$ cat src/rtl/matrix_scan_pkg.sv
// Shared types and helpers for the LED matrix scan controller:
// scan state encoding, frame-buffer bit addressing and pin polarity.
package matrix_scan_pkg;

  typedef enum logic [1:0] {
    IDLE  = 2'd0,
    BLANK = 2'd1,
    DRIVE = 2'd2
  } scan_state_e;

  // Widest row/column word the polarity helper handles.
  localparam int MAX_W = 64;

  function automatic int flat_index(input int page, input int col, input int row,
                                    input int cols, input int rows);
    return ((page * cols) + col) * rows + row;
  endfunction

  function automatic logic [MAX_W-1:0] apply_polarity(input logic [MAX_W-1:0] active_word,
                                                      input logic active_low);
    logic [MAX_W-1:0] pin_word;
    if (active_low) begin
      pin_word = ~active_word;
    end else begin
      pin_word = active_word;
    end
    return pin_word;
  endfunction

endpackage

$ cat src/rtl/matrix_scan_controller_scan_timer.sv
// Column slot counter: counts SCAN_DIV cycles per slot and flags the last
// blank cycle and the last drive cycle of each slot.
module scan_timer #(
  parameter int SCAN_DIV     = 50000,
  parameter int BLANK_CYCLES = 4
) (
  input  logic clock,
  input  logic reset,
  input  logic run,
  input  logic clear,
  output logic blank_done,
  output logic drive_done,
  output logic drive_last_next
);

  localparam int CNT_W = (SCAN_DIV > 1) ? $clog2(SCAN_DIV) : 1;
  localparam logic [CNT_W-1:0] CNT_LAST   = CNT_W'(SCAN_DIV - 1);
  localparam logic [CNT_W-1:0] BLANK_LAST = CNT_W'((BLANK_CYCLES > 0) ? (BLANK_CYCLES - 1) : 0);
  localparam logic [CNT_W-1:0] CNT_ONE    = CNT_W'(1);

  logic [CNT_W-1:0] cnt_r;
  logic [CNT_W-1:0] cnt_next_s;

  // Next slot count: cleared on enable drop, wraps at end of slot.
  always_comb begin
    cnt_next_s = cnt_r;
    if (clear) begin
      cnt_next_s = '0;
    end else if (run) begin
      if (cnt_r == CNT_LAST) begin
        cnt_next_s = '0;
      end else begin
        cnt_next_s = cnt_r + CNT_ONE;
      end
    end else begin
      cnt_next_s = cnt_r;
    end
  end

  // Slot count register.
  always_ff @(posedge clock or posedge reset) begin
    if (reset) begin
      cnt_r <= '0;
    end else begin
      cnt_r <= cnt_next_s;
    end
  end

  assign blank_done      = (BLANK_CYCLES > 0) && (cnt_r == BLANK_LAST);
  assign drive_done      = (cnt_r == CNT_LAST);
  // Lets the parent register a pulse that lines up with the last drive cycle.
  assign drive_last_next = (cnt_next_s == CNT_LAST);

endmodule

$ cat src/rtl/matrix_scan_controller.sv
// Multiplexed COLS x ROWS LED matrix scanner with per-slot blanking and
// automatic rotation through PAGES frame buffers.
module matrix_scan_controller
  import matrix_scan_pkg::*;
#(
  parameter int COLS           = 5,
  parameter int ROWS           = 7,
  parameter int PAGES          = 2,
  parameter int SCAN_DIV       = 50000,
  parameter int BLANK_CYCLES   = 4,
  parameter int PAGE_HOLD      = 200,
  parameter int COL_ACTIVE_LOW = 1,
  parameter int ROW_ACTIVE_LOW = 0
) (
  input  logic                                        clock,
  input  logic                                        reset,
  input  logic                                        enable,
  input  logic                                        freeze,
  input  logic [PAGES*COLS*ROWS-1:0]                  page_data,
  output logic [COLS-1:0]                             matrix_col,
  output logic [ROWS-1:0]                             matrix_row,
  output logic [((COLS > 1) ? $clog2(COLS) : 1)-1:0]   column_index,
  output logic [((PAGES > 1) ? $clog2(PAGES) : 1)-1:0] page_index,
  output logic                                        frame_tick
);

  localparam int COL_W   = (COLS > 1) ? $clog2(COLS) : 1;
  localparam int PAGE_W  = (PAGES > 1) ? $clog2(PAGES) : 1;
  localparam int FRAME_W = $clog2(PAGE_HOLD + 1);
  localparam int DATA_W  = PAGES * COLS * ROWS;
  localparam int IDX_W   = (DATA_W > 1) ? $clog2(DATA_W) : 1;

  localparam logic [COL_W-1:0]   COL_LAST   = COL_W'(COLS - 1);
  localparam logic [COL_W-1:0]   COL_ONE    = COL_W'(1);
  localparam logic [PAGE_W-1:0]  PAGE_LAST  = PAGE_W'(PAGES - 1);
  localparam logic [PAGE_W-1:0]  PAGE_ONE   = PAGE_W'(1);
  localparam logic [FRAME_W-1:0] FRAME_LAST = FRAME_W'(PAGE_HOLD - 1);
  localparam logic [FRAME_W-1:0] FRAME_ONE  = FRAME_W'(1);

  localparam logic COL_LOW = (COL_ACTIVE_LOW != 0);
  localparam logic ROW_LOW = (ROW_ACTIVE_LOW != 0);
  localparam logic [MAX_W-1:0] COL_OFF_W = apply_polarity({MAX_W{1'b0}}, COL_LOW);
  localparam logic [MAX_W-1:0] ROW_OFF_W = apply_polarity({MAX_W{1'b0}}, ROW_LOW);
  localparam logic [COLS-1:0]  COL_OFF   = COL_OFF_W[COLS-1:0];
  localparam logic [ROWS-1:0]  ROW_OFF   = ROW_OFF_W[ROWS-1:0];

  scan_state_e         state_r;
  scan_state_e         state_next_s;
  logic [COL_W-1:0]    col_r;
  logic [COL_W-1:0]    col_next_s;
  logic [PAGE_W-1:0]   page_r;
  logic [PAGE_W-1:0]   page_next_s;
  logic [FRAME_W-1:0]  frame_cnt_r;
  logic [FRAME_W-1:0]  frame_cnt_next_s;
  logic                frame_event_s;
  logic                drive_entry_s;
  logic [ROWS-1:0]     row_sample_s;
  logic [MAX_W-1:0]    col_word_s;
  logic [MAX_W-1:0]    row_word_s;
  logic [MAX_W-1:0]    col_pins_s;
  logic [MAX_W-1:0]    row_pins_s;
  logic [COLS-1:0]     matrix_col_r;
  logic [ROWS-1:0]     matrix_row_r;
  logic                frame_tick_r;
  logic                blank_done_s;
  logic                drive_done_s;
  logic                drive_last_next_s;

  scan_timer #(
    .SCAN_DIV     (SCAN_DIV),
    .BLANK_CYCLES (BLANK_CYCLES)
  ) u_scan_timer (
    .clock           (clock),
    .reset           (reset),
    .run             (state_r != IDLE),
    .clear           (!enable),
    .blank_done      (blank_done_s),
    .drive_done      (drive_done_s),
    .drive_last_next (drive_last_next_s)
  );

  // Scan sequencing: state and column advance, end-of-frame detection.
  always_comb begin
    state_next_s  = state_r;
    col_next_s    = col_r;
    frame_event_s = 1'b0;
    case (state_r)
      IDLE: begin
        if (enable) begin
          state_next_s = (BLANK_CYCLES == 0) ? DRIVE : BLANK;
        end else begin
          state_next_s = IDLE;
        end
      end
      BLANK: begin
        if (!enable) begin
          state_next_s = IDLE;
        end else if (blank_done_s) begin
          state_next_s = DRIVE;
        end else begin
          state_next_s = BLANK;
        end
      end
      DRIVE: begin
        if (!enable) begin
          state_next_s = IDLE;
        end else if (drive_done_s) begin
          state_next_s  = (BLANK_CYCLES == 0) ? DRIVE : BLANK;
          col_next_s    = (col_r == COL_LAST) ? '0 : (col_r + COL_ONE);
          frame_event_s = (col_r == COL_LAST);
        end else begin
          state_next_s = DRIVE;
        end
      end
      default: begin
        state_next_s = IDLE;
      end
    endcase
  end

  // Page rotation after PAGE_HOLD frames unless frozen.
  always_comb begin
    page_next_s      = page_r;
    frame_cnt_next_s = frame_cnt_r;
    if (frame_event_s && !freeze) begin
      if (frame_cnt_r == FRAME_LAST) begin
        frame_cnt_next_s = '0;
        page_next_s      = (page_r == PAGE_LAST) ? '0 : (page_r + PAGE_ONE);
      end else begin
        frame_cnt_next_s = frame_cnt_r + FRAME_ONE;
      end
    end else begin
      page_next_s      = page_r;
      frame_cnt_next_s = frame_cnt_r;
    end
  end

  // Row data and column select for the slot about to enter its drive phase;
  // next-state indices keep the zero-blank case on the right column and page.
  always_comb begin
    drive_entry_s = (state_next_s == DRIVE) && ((state_r != DRIVE) || drive_done_s);
    row_sample_s  = '0;
    for (int r = 0; r < ROWS; r++) begin
      row_sample_s[r] = page_data[IDX_W'(flat_index(int'(page_next_s), int'(col_next_s),
                                                    r, COLS, ROWS))];
    end
    col_word_s             = {{(MAX_W-1){1'b0}}, 1'b1} << col_next_s;
    row_word_s             = '0;
    row_word_s[ROWS-1:0]   = row_sample_s;
    col_pins_s             = apply_polarity(col_word_s, COL_LOW);
    row_pins_s             = apply_polarity(row_word_s, ROW_LOW);
  end

  // State, indices and registered pin drive; column and rows change on the same edge.
  always_ff @(posedge clock or posedge reset) begin
    if (reset) begin
      state_r      <= IDLE;
      col_r        <= '0;
      page_r       <= '0;
      frame_cnt_r  <= '0;
      matrix_col_r <= COL_OFF;
      matrix_row_r <= ROW_OFF;
      frame_tick_r <= 1'b0;
    end else begin
      state_r      <= state_next_s;
      col_r        <= col_next_s;
      page_r       <= page_next_s;
      frame_cnt_r  <= frame_cnt_next_s;
      frame_tick_r <= (state_next_s == DRIVE) && (col_next_s == COL_LAST) && drive_last_next_s;
      if (state_next_s != DRIVE) begin
        matrix_col_r <= COL_OFF;
        matrix_row_r <= ROW_OFF;
      end else if (drive_entry_s) begin
        matrix_col_r <= col_pins_s[COLS-1:0];
        matrix_row_r <= row_pins_s[ROWS-1:0];
      end else begin
        matrix_col_r <= matrix_col_r;
        matrix_row_r <= matrix_row_r;
      end
    end
  end

  assign matrix_col   = matrix_col_r;
  assign matrix_row   = matrix_row_r;
  assign column_index = col_r;
  assign page_index   = page_r;
  assign frame_tick   = frame_tick_r;

endmodule

$ cat config.mk
export PLATFORM = sky130hd
export DESIGN_NAME = matrix_scan_controller
export DESIGN_NICKNAME = d
export VERILOG_FILES = /design/src/rtl/matrix_scan_pkg.sv /design/src/rtl/matrix_scan_controller_scan_timer.sv /design/src/rtl/matrix_scan_controller.sv
export SDC_FILE = /design/constraint.sdc
export NUM_CORES = 1
export LEC_CHECK = 0
export BUFFER_PORTS_ARGS = -buffer_cell sky130_fd_sc_hd__buf_2
export CAP_MARGIN = 20
export CELL_PAD_IN_SITES_DETAIL_PLACEMENT = 1
export CELL_PAD_IN_SITES_GLOBAL_PLACEMENT = 1
export CORE_AREA = 8 8 123 125
export DETAILED_ROUTE_END_ITERATION = 10
export DIE_AREA = 0 0 131 133
export PLACE_DENSITY = 0.89
export SYNTH_ARGS = -nofsm -noshare
export SYNTH_HDL_FRONTEND = slang
export SYNTH_HIERARCHICAL = 1
export SYNTH_SLANG_ARGS = --single-unit
$ cat constraint.sdc
create_clock -name clock -period 16.74 [get_ports clock]
set_clock_uncertainty 0.1 [all_clocks]
set_input_delay 1.674 -clock clock [delete_from_list [all_inputs] [get_ports clock]]
set_output_delay 1.674 -clock clock [all_outputs]
set_load 0.1 [all_outputs]
==> run metrics <==
Max Cap Violations=0; Synth top area share=16.98%; count of input and output buffers=90; Final min period=~7.8 ns; Area contributors post-synth=mux4_2 17%, dfrtp_1 15%, mux2i_1 10%; layout cell share with drive strength beyond 1=between 20% and 30%; Die Span Y=between 100 and 150 um; CP Class=register to register; Reg2Reg Launch Point=u_scan_timer/cnt_r[11]; Internal Power=0.1851 mW; DIE AREA=roughly 17000 um^2; Initial Util=48.66%; # H-tree levels=2; max incr delay on CP=around 0.78 ns; Final period util=46.33%; Initial DRT Pass Iterations=7; Post-synth EDFFs=0; # rows=42; nets=roughly 840; Total GRT Usage=23.97%; CTS Buf Count=5; Reg power frac=41.4%; Yosys reg bits=43; CP required=16.80 ns; CTS tree=built; filler instances=1540; Synth Warn #=6; pin count of the biggest net entering global routing=75; Post-synth top flop=dfrtp_1; Clock Power Share=37.5%; via count=6010; Synth Net Count=775; total leakage power=2.694 nW; Post-DRT Antenna Nets=0; Iteration-0 DRC Markers=~380; CP startpoint=u_scan_timer/cnt_r[11]; Levels on crit path=21; Worst Setup EP=matrix_row[6]; area grow syn2layout=9.923%; final setup fails=0; hold_ws=0.3929 ns; cell taking the most area after synthesis=mux4_2; CTS root buf=clkbuf_16; first-pass GRT wire length=33550 um; top cells by count, synth=65 x mux2i_1, 53 x nor2_1, 48 x mux4_2, 45 x nand2_1, 38 x dfrtp_1; Cell Pwr Density=between 30 and 40 nW/um^2; Final Max Slew Viols=0; Final Cell Area=6999 um^2; # Post-CTS Setup Buffers=0; R2R Setup Slk=8.99 ns; die span in x=131 um; DRC viols=0; CP Max Fanout=25; Net Switching=roughly 0.070 mW; vias in the first global route=6317; Worst Path Arrival=around 7.8 ns; critical path capture point type=register; dpl cell area=6824 um^2; most frequent CP cell=inv_1; Buf+Inv Stages, Crit Path=4; Slew @ Worst Pin=0.9613 ns; Detailed Place HPWL=15920 um; Net Sw Frac=27.56%; RSZ-0062 raised after global routing=no; Clock Sink Count=43; via/cell ratio=between 6 and 7; worst min-delay path class=register to register; Mapped Area=6367 um^2; R2R depth=21; post-synth cell types=86; setup TNS=0 ns; ys async rst share=100.0%; Hold Path Cell Cnt=2; most common cell in the netlist=mux2i_1; core area=13090 um^2; CTS Hold Bufs=0; Reg-to-Reg End=matrix_row[6]; Resized cells post-CTS=0; CP max stage cell=ha_1; Mapped Cells=676; initial antenna violation count=0; CP Cell Sequence=nor4_1 > nand4_1 > nor2_1 > nand3_1 > nor3_1 > nand2_1 > xnor2_1 > ha_4 > inv_1 > buf_4 > fa_1 > inv_1 > ha_1 > inv_1 > ha_1 > xnor2_1 > mux4_2 > and3_1 > a211o_1 > nand4_1 > o211ai_1; Routed Wire Length=20670 um; Avg WL per Cell=22.59 um; Top delay family on crit path=simple AND/OR/NAND/NOR gates; Max Clk Rate=between 100 and 150 MHz; Core Util, Final=a little over half; worst slew margin relative to its limit=35.91%; sequential share of the synthesized area=between 15 and 20%; nature of the critical path startpoint=register; syn avg cell area=approximately 9.4 um^2; io pins=91; grt ovf=0; final hold violations=0; status=finished, final reports clean; Comb power frac=21.1%; clock latency on the worst-skew pair=0.29 ns; clk slew on worst S/H paths=0.06 ns; Clock Tree Buf Depth=2; Peak VDD IR=0.02782 mV; final RePlAce weighted congestion=0.9742
[power groups by stage]
stage | clock network (mW) | registers, mW | logic (mW)
after floorplan | 0 | 0.108 | 0.0286
after global placement | 0 | 0.107 | 0.0487
after detailed placement | 0 | 0.107 | 0.0517
after CTS | 0.0981 | 0.106 | 0.0522
after global routing | 0.101 | 0.106 | 0.0578
final | 0.0959 | 0.106 | 0.0540
[flip-flops by register name, summed over array words and instances, names as in the netlist]
signal and flops:
matrix_col 5, page_index 1, matrix_row 7, column_index 3, state_r 2, frame_tick 1
frame_cnt_r 8, u_scan_timer/cnt_r 16
[final cells by class]
| class | count | area, um^2 | share of cell area [%] |
|---|---|---|---|
| diodes | 1 | 2.502 | 0.03575 |
| clock buffers | 7 | 132.6 | 1.895 |
| clock inverters | 1 | 5.005 | 0.07151 |
| inverters | 29 | 108.9 | 1.555 |
| multi-input cells | 562 | 4932 | 70.47 |
| flip-flops and latches | 43 | 1082 | 15.46 |
| well taps | 176 | 220.2 | 3.146 |
| repair buffers | 96 | 515.5 | 7.365 |
[cell families after synthesis]
group | after synthesis | share of synthesized area (%)
compound gates | 123 | 12.93
xor+xnor | 47 | 7.467
fa+ha+maj | 25 | 5.384
buf+inv | 71 | 5.934
flops | 43 | 17.00
mux | 142 | 32.74
simple gates | 225 | 18.55
[metal layers]
layer  GRT usage, %  wire (um)  vias up
met3          3.495       1249       45
met1          30.78       8656     3015
met4          11.30        774        0
met5              0          0        -
li1               -          -     2688
met2          38.42       9990      262
[per-stage QoR]
step                      cells  power [mW]  worst slack, ns
after floorplan             676      0.1364            9.742
after global placement      904      0.1562            9.051
after detailed placement    904      0.1592            8.776
after CTS                   912      0.2561            9.049
after global routing        914      0.2649            8.523
final                       915      0.2556            8.985
[how the worst min path moves through the flow]
| stage | from | to |
|---|---|---|
| final | matrix_row[2] | matrix_row[2] |
| after global routing | frame_cnt_r[5] | frame_cnt_r[5] |
| after CTS | matrix_row[2] | matrix_row[2] |
| after detailed placement | matrix_row[2] | matrix_row[2] |
| after global placement | frame_cnt_r[5] | frame_cnt_r[5] |
| after floorplan | frame_cnt_r[5] | frame_cnt_r[5] |
[cell usage in the layout (no fill, tap or decap), types with 6 or more instances in the layout]
master    synthesis  layout
xor2_1            7       7
nand2_1          45      45
mux4_2           48      48
nor2_1           53      53
a21oi_1          32      32
inv_1            27      27
xnor2_1          33      33
o21ai_0          24      24
nand3_1          30      30
dfrtp_1          38      38
a31oi_1           9       9
nand4_1          11      11
buf_2            16      90
mux2_1            8       8
nor2b_1          14      14
ha_1             21      19
mux2i_1          65      65
mux2_2           14      14
mux2_4            7       7
and3_1            7       7
nand2b_1          7       7
nor3_1           17      17
or3_1             6       6
[worst min-delay path, delay by kind of cell (launching register included)]
| kind | cells | cell delay [ns] |
|---|---|---|
| AND/OR/NAND/NOR | 2 | 0.13 |
| flip-flops | 1 | 0.33 |
(Power assumes the default switching activity.)
